<file path="src/rtl/adder_subtractor_sequencer.sv">
`default_nettype none
// ============================================================================
// Module      : adder_subtractor_sequencer
// Description : Initiator for the FP adder/subtractor datapath. Accepts a job
//               of N operand pairs, issues one pair per cycle, tracks the
//               adder latency with a valid pipe, captures each result and
//               pulses done when the whole job has been collected.
// Revision    : 1.0 - initial release
// ============================================================================
module adder_subtractor_sequencer #(
  parameter int LATENCY = 5,
  parameter int LEN_W   = 16
) (
  input  logic             clk,
  input  logic             rst,
  input  logic             job_start,
  input  logic [LEN_W-1:0] job_len,
  input  logic             in_valid,
  output logic             in_ready,
  input  logic [31:0]      in_a,
  input  logic [31:0]      in_b,
  input  logic             in_op,
  output logic [31:0]      add_a,
  output logic [31:0]      add_b,
  output logic             add_op,
  output logic             add_ce,
  output logic             add_start,
  output logic             add_outsider15,
  input  logic [31:0]      add_result,
  output logic             res_valid,
  output logic [31:0]      res_data,
  output logic             busy,
  output logic             done
);

  localparam logic [1:0] S_IDLE  = 2'd0;
  localparam logic [1:0] S_RUN   = 2'd1;
  localparam logic [1:0] S_DRAIN = 2'd2;
  localparam logic [1:0] S_DONE  = 2'd3;

  localparam logic [LEN_W-1:0] ONE = {{(LEN_W-1){1'b0}}, 1'b1};

  logic [1:0]         state;
  logic [LEN_W-1:0]   job_len_q;
  logic [LEN_W-1:0]   issued;
  logic [LEN_W-1:0]   collected;
  logic [LATENCY-1:0] vpipe;
  logic               hs;

  // Control outputs are pure decodes of the state; the adder only runs while
  // operations are in flight, so ce and start share the same qualifier.
  always_comb begin
    in_ready  = (state == S_RUN);
    add_ce    = (state == S_RUN) || (state == S_DRAIN);
    add_start = (state == S_RUN) || (state == S_DRAIN);
    busy      = (state != S_IDLE);
    done      = (state == S_DONE);
    hs        = in_valid && (state == S_RUN);
  end

  // The oldest slot of the valid pipe marks the cycle the adder output is live.
  assign add_outsider15 = vpipe[LATENCY-1];

  generate
    if (LATENCY == 1) begin : g_pipe_single
      // Single-slot valid pipe: the handshake itself is the only stage.
      always_ff @(posedge clk) begin
        if (!rst) vpipe <= '0;
        else      vpipe <= hs;
      end
    end else begin : g_pipe_shift
      // Valid pipe: a 1 enters on each handshake, a 0 on every bubble.
      always_ff @(posedge clk) begin
        if (!rst) vpipe <= '0;
        else      vpipe <= {vpipe[LATENCY-2:0], hs};
      end
    end
  endgenerate

  // Job control: sequencing through IDLE/RUN/DRAIN/DONE with issue and
  // collection counters; collected only moves while results can return.
  always_ff @(posedge clk) begin
    if (!rst) begin
      state     <= S_IDLE;
      job_len_q <= '0;
      issued    <= '0;
      collected <= '0;
    end else begin
      case (state)
        S_IDLE: begin
          if (job_start) begin
            if (job_len == '0) begin
              state <= S_DONE;
            end else begin
              job_len_q <= job_len;
              issued    <= '0;
              collected <= '0;
              state     <= S_RUN;
            end
          end
        end
        S_RUN: begin
          if (hs) begin
            issued <= issued + ONE;
            if (issued == job_len_q - ONE) state <= S_DRAIN;
          end
          if (add_outsider15) collected <= collected + ONE;
        end
        S_DRAIN: begin
          if (add_outsider15) collected <= collected + ONE;
          if (collected == job_len_q) state <= S_DONE;
        end
        S_DONE: begin
          state <= S_IDLE;
        end
        default: begin
          state <= S_IDLE;
        end
      endcase
    end
  end

  // Issue and capture registers: operands load on handshake, the result is
  // sampled on the strobe so res_valid trails add_outsider15 by one cycle.
  always_ff @(posedge clk) begin
    if (!rst) begin
      add_a     <= '0;
      add_b     <= '0;
      add_op    <= 1'b0;
      res_valid <= 1'b0;
      res_data  <= '0;
    end else begin
      if (hs) begin
        add_a  <= in_a;
        add_b  <= in_b;
        add_op <= in_op;
      end
      res_valid <= add_outsider15;
      if (add_outsider15) res_data <= add_result;
    end
  end

endmodule
`default_nettype wire

</file>
<file path="config.mk">
export PLATFORM = sky130hd
export DESIGN_NAME = adder_subtractor_sequencer
export DESIGN_NICKNAME = d
export VERILOG_FILES = /design/src/rtl/adder_subtractor_sequencer.sv
export SDC_FILE = /design/constraint.sdc
export NUM_CORES = 1
export LEC_CHECK = 0
export BUFFER_PORTS_ARGS = -buffer_cell sky130_fd_sc_hd__buf_4
export CAP_MARGIN = 20
export CORE_MARGIN = 3
export CORE_UTILIZATION = 40
export CTS_BUF_LIST = sky130_fd_sc_hd__clkbuf_8
export DETAILED_ROUTE_END_ITERATION = 16
export PLACE_DENSITY_LB_ADDON = 0.12
export SYNTH_ARGS = -nofsm -noshare
export SYNTH_HDL_FRONTEND = slang
export SYNTH_SLANG_ARGS = --single-unit
</file>
<file path="constraint.sdc">
create_clock -name clk -period 3 [get_ports clk]
set_input_delay 0.15 -clock clk [delete_from_list [all_inputs] [get_ports clk]]
set_output_delay 0.15 -clock clk [all_outputs]
set_load 0.1 [all_outputs]
</file>
==> results of run 1 <==
[synth_stat cells (2+ instances only)]
library cell,instances
a21boi_0,66
a21oi_1,10
a2bb2oi_1,2
a31oi_1,2
and2_1,6
and3_1,5
and4_1,2
buf_1,3
buf_4,2
clkbuf_1,39
dfxtp_1,153
ha_1,7
inv_1,15
mux2i_1,51
nand2_1,155
nand2b_1,2
nand3_1,16
nand4_1,13
nor2_1,33
nor2b_1,50
nor3_1,3
nor3b_1,2
nor4_1,13
nor4b_1,2
o211ai_1,2
o21ai_0,10
o31ai_1,4
or3_1,8
xnor2_1,19
xor2_1,39
[per-stage QoR]
stage               utilization (%)  setup WS [ns]  instances  power (mW)  instance area (um2)
floorplan                         -         0.1919        754       4.269                 6710
global placement              52.66         0.4918       1152       4.866                 8517
detailed placement            52.66         0.4578       1152       4.871                 8517
CTS                           62.14         0.4599       1298       6.578                10050
global route                  62.14         0.2096       1298       6.860                10050
finish                        62.14         0.4182       1298       6.529                10050
[power breakdown]
part	internal, mW	switching [mW]	total (mW)	leakage, nW
Combinational	0.814	1.81	2.63	2.69
Clock	0.764	0.811	1.57	0.199
Sequential	2.18	0.145	2.33	1.24
Total	3.76	2.77	6.53	4.13
[layer usage]
layer / global-route usage [%] / part of all wire (%)
met1: 25.01 / 41
met2: 37.31 / 49
met3: 8.024 / 7.2
met4: 7.167 / 2.3
met5: 0 / 0
[state kept, by name, indices dropped and copies added (netlist names)]
name / flops
add_b: 32
res_valid: 1
issued: 16
state: 2
add_op: 1
collected: 16
add_a: 32
vpipe: 5
res_data: 32
job_len_q: 16
[kinds of logic after synthesis]
logic type               count (synthesis)  synth area share, %
AND/OR/NAND/NOR                        317                22.79
flip-flops                             153                45.65
AO/OA/AOI/OAI                          106                11.26
buffers and inverters                   61                3.654
XOR/XNOR                                58                7.570
multiplexers                            52                7.775
adder cells (fa/ha/maj)                  7                1.305
[area by class of cell]
class	instances	area, um2	share of cell area [%]
Clock inverter	14	143.9	1.432
Multi-Input combinational cell	540	3415	33.98
Clock buffer	18	247.7	2.465
Timing Repair Buffer	342	2853	28.39
Inverter	15	56.30	0.5603
Sequential cell	153	3064	30.49
Tap cell	216	270.3	2.689
[critical path, cell delays in order, from the launching register on]
cell and delay, ns:
dfxtp_1 0.48, inv_1 0.08, ha_1 0.32, or4_1 0.53
a31oi_1 0.18, a2bb2oi_1 0.17, and4_1 0.23, a31oi_1 0.10
nand2b_1 0.20, o221a_1 0.20
[worst paths after layout]
kind	startpoint	endpoint	slack, ns	cells after the start
worst max-delay path	job_len_q[0]	state[1]	0.42	9
worst min-delay path	rst	add_a[22]	0.24	2
worst max register to register	job_len_q[0]	state[1]	0.42	9
worst min register to register	vpipe[1]	vpipe[2]	0.44	1
==> impl_metrics.yaml, run 1 <==
pwr:
  leakagePower_nw: 4.127
  power.density_nw_per_um2: 649.6
  vdd_drop_max_mv: 0.4514
routing:
  antenna_left: 0
  wl_um: 19690
  drt_first_iter_violations: 312
  avgViaCountPerCell: 4.798
  drc: 0
  routed-via-count: 6228
  wl_per_cell_um: 15.17
  first_pass_iters: 4
grt:
  antenna_found_initial: 0
  grt_pass1_vias: 6400
  grt_usage_pct: 21.71
  overflow: 0
  grt_pass1_wl_um: 31860
  grt_max_degree: 66
floorplan:
  dieArea_um2: 18370
  initial_core_util_pct: 41.49
  die_x_um: 135.5
  coreArea_um2: 16170
  ios: 221
  rows: 46
  die_h_um: 135.5
final_layout:
  diodes: 0
  fillers: 1397
  nets: 1193
  final_cell_mix: "buf_4, nand2_1, dfxtp_1"
  area_growth_pct: 49.77
  drive_above_1_share_pct: 24.58
  layout.cells.most_common: "buf_4"
logic_synthesis:
  synth_area_per_cell_um2: 8.899
  synth_top_area_cell: "dfxtp_1"
  synth.area.top_cells: "dfxtp_1, nand2_1, mux2i_1, a21boi_0, xor2_1"
  synth-seq-area-share_pct: 45.65
  synthFlopType: "dfxtp_1"
  postSynthCellCount: 754
  yosysTopAreaCellShare_pct: 45.65
  synth_cell_types: 50
  synth_edf_count: 0
  yosysWarnings: 0
  synth_area_um2: 6710
  postSynth.asyncResetShare_pct: 0
  synth_seq_cells: 153
  syn_nets: 878
cts:
  clkSlewWorstSetupHoldPaths_ns: 0.09
  postCtsSetupBuffers: 0
  cts_root_buf: "clkbuf_8"
  postCtsHoldBufs: 114
  cts.sink_count: 153
  post_cts_resized: 0
  insertion_delay_ns: 0.44
  cts_inserted_buffers: 17
  cts_max_level: 4
  tritoncts: "built"
  clockBufferDepth: 2
place:
  dpl.hpwl_um: 13090
  port-buffer-count: 220
  place.gp.congestion: 0.8210
timing:
  setup_viol: 0
  hold_violations: 0
  finalCritPeriodShare_pct: 86.06
  clock.fmax_mhz: 387.3
  hold-worst-slack_ns: 0.2367
  slew_headroom_pct: 27.60
  rsz0062_at_grt: "false"
  tns_ns: 0
  worst_pin_slew_ns: 1.085
  final_max_slew_viol_count: 0
  finalClockSkew_ns: 0.01280
  fin_crit_ns: 2.582
critical_path:
  path_max_fanout: 9
  path_class: "reg -> reg"
  required_ns: 3.34
  crit_arrival_ns: 2.92
  setup.worst_path.end_class: "flip-flop"
  cp-start-kind: "flip-flop"
run_status:
  status: "finished, final reports clean"
worst_hold_path:
  hp-class: "in -> reg"
job:
  drv_cap: 0
Power figures use the tool's default switching activity.
==> run 2, diff against run 1 <==
--- a/config.mk
+++ b/config.mk
@@ -8,8 +8,7 @@
 export BUFFER_PORTS_ARGS = -buffer_cell sky130_fd_sc_hd__buf_4
 export CAP_MARGIN = 20
 export CORE_MARGIN = 3
-export CORE_UTILIZATION = 40
-export CTS_BUF_LIST = sky130_fd_sc_hd__clkbuf_8
+export CORE_UTILIZATION = 51
 export DETAILED_ROUTE_END_ITERATION = 16
 export PLACE_DENSITY_LB_ADDON = 0.12
 export SYNTH_ARGS = -nofsm -noshare
==> impl_metrics.yaml, run 2 (same netlist as run 1, synthesis figures left out) <==
cts:
  tritoncts: "built"
  insertion_delay_ns: 0.42
  cts.sink_count: 153
  clockBufferDepth: 2
  clkSlewWorstSetupHoldPaths_ns: 0.06
  cts_root_buf: "clkbuf_16"
  cts_inserted_buffers: 17
  cts_max_level: 4
critical_path:
  max_stage_delay_ns: 0.53
  slowest_stage: "or4_1"
  required_ns: 3.31
  path_max_fanout: 9
  crit_chain: "inv_1 -> ha_1 -> or4_1 -> a31oi_1 -> a2bb2oi_1 -> and4_1 -> a31oi_1 -> nand2b_1 -> o221a_1"
  setup.worst_path.end_class: "flip-flop"
  critPathBufInv: 1
  crit_top_cell: "a31oi_1"
  cp-start-kind: "flip-flop"
  crit_arrival_ns: 2.97
  cp_top_family: "simple AND/OR/NAND/NOR gates"
  path_class: "reg -> reg"
final_layout:
  fillers: 869
  area_growth_pct: 45.57
  drive_above_1_share_pct: 25.55
  final_cell_mix: "buf_4, nand2_1, dfxtp_1"
  top_regs: "add_a: 32 flops, add_b: 32 flops, res_data: 32 flops"
  layout.cells.most_common: "buf_4"
  nets: 1149
  diodes: 0
timing:
  fin_crit_ns: 2.667
  clock.fmax_mhz: 375.0
  rsz0062_at_grt: "false"
  slew_headroom_pct: 48.75
  worst_pin_slew_ns: 0.7687
  final_max_slew_viol_count: 0
  layout_setup_ws_ns: 0.3331
  finalCritPeriodShare_pct: 88.90
  setup_viol: 0
  hold_violations: 0
  tns_ns: 0
  finalClockSkew_ns: 0.008249
worst_hold_path:
  hp-class: "in -> reg"
pwr:
  p_int_mw: 4.275
  switching_share_pct: 39.80
  leakagePower_nw: 4.036
  power.density_nw_per_um2: 727.1
  vdd_drop_max_mv: 0.4908
  pwr-share-clk_pct: 30.4
  pwr-share-seq_pct: 33.0
  p_comb_share_pct: 36.6
  p_switching_mw: 2.827
grt:
  grt_pass1_vias: 6685
  grt_usage_pct: 27.73
  antenna_found_initial: 0
  grt_max_degree: 94
  grt_pass1_wl_um: 32170
  overflow: 0
floorplan:
  ios: 221
  dieArea_um2: 14570
  coreArea_um2: 12720
  rows: 41
  die_x_um: 120.7
  initial_core_util_pct: 52.74
  die_h_um: 120.7
routing:
  avgViaCountPerCell: 5.261
  drc: 0
  routed-via-count: 6360
  antenna_left: 0
  wl_um: 20220
  wl_per_cell_um: 16.73
  drt_first_iter_violations: 500
  first_pass_iters: 5
job:
  drv_cap: 0
place:
  dpl.hpwl_um: 13350
  place.gp.congestion: 0.9236
  dpl_worst_slack_ns: 0.3914
  port-buffer-count: 220
run_status:
  status: "finished, final reports clean"
run 2: changes by cell type in the layout (fill, tap and decap cells not counted):
cell / before / now
clkbuf_1: 0 / 1
nor2_1: 31 / 32
inv_1: 17 / 15
clkbuf_16: 0 / 17
buf_12: 0 / 1
clkbuf_8: 18 / 4
nor2_2: 2 / 1
dlygate4sd3_1: 114 / 70
inv_6: 4 / 2
clkinvlp_4: 3 / 2
buf_4: 228 / 227
run 2: final timing paths:
path | start | slack [ns] | depth (start not counted) | endpoint
max | job_len_q[0] | 0.33 | 9 | state[1]
max reg2reg | job_len_q[0] | 0.33 | 9 | state[1]
min | add_result[3] | 0.005 | 3 | res_data[3]
min reg2reg | vpipe[3] | 0.43 | 1 | vpipe[4]
run 2: what timing repair did:
action	in CTS	in global routing
hold endpoints to repair	70	0
buffers inserted	0	1
hold buffers	70	0
resized for setup	0	0
endpoints found under the setup margin	0	5
run 2: final cells by class:
class / instances / area [um2] / area share (%)
Clock inverter: 9 / 111.4 / 1.140
Clock buffer: 22 / 484.2 / 4.957
Sequential cell: 153 / 3064 / 31.37
Tap cell: 172 / 215.2 / 2.203
Timing Repair Buffer: 298 / 2425 / 24.82
Multi-Input combinational cell: 540 / 3412 / 34.93
Inverter: 15 / 56.30 / 0.5764
run 2: layer usage:
metal | up-vias | GRT usage [%] | share of wire, %
li1 | 3066 | - | -
met1 | 3033 | 28.44 | 37
met2 | 219 | 50.58 | 53
met3 | 42 | 10.20 | 7.1
met4 | 0 | 11.61 | 3.1
met5 | - | 0 | 0
run 2: power by group through the flow:
stage               Combinational (mW)  Sequential, mW  Clock [mW]
detailed placement                2.49            2.38           0
finish                            2.60            2.34        2.16
CTS                               2.58            2.34        2.18
floorplan                         1.27            3.00           0
global placement                  2.44            2.37           0
global route                      2.76            2.36        2.26
run 2: worst reg2reg max path, delay by kind of cell, from the launching register on:
family | cells | cell delay [ns]
and+or+nand+nor | 3 | 0.96
AOI/OAI and AO/OA | 4 | 0.74
DFF | 1 | 0.47
adders and majority gates | 1 | 0.32
buffers and inverters | 1 | 0.08
run 2: through the flow:
stage,utilization (%),area [um2],power (mW),hold slack [ns],std cells
finish,76.78,9768,7.102,0.004566,1209
global route,76.78,9768,7.376,0.001476,1209
CTS,76.72,9761,7.096,0.00009737,1208
detailed placement,66.53,8464,4.863,0.4159,1107
global placement,66.53,8464,4.811,0.4074,1107
floorplan,-,6710,4.269,0.2949,754
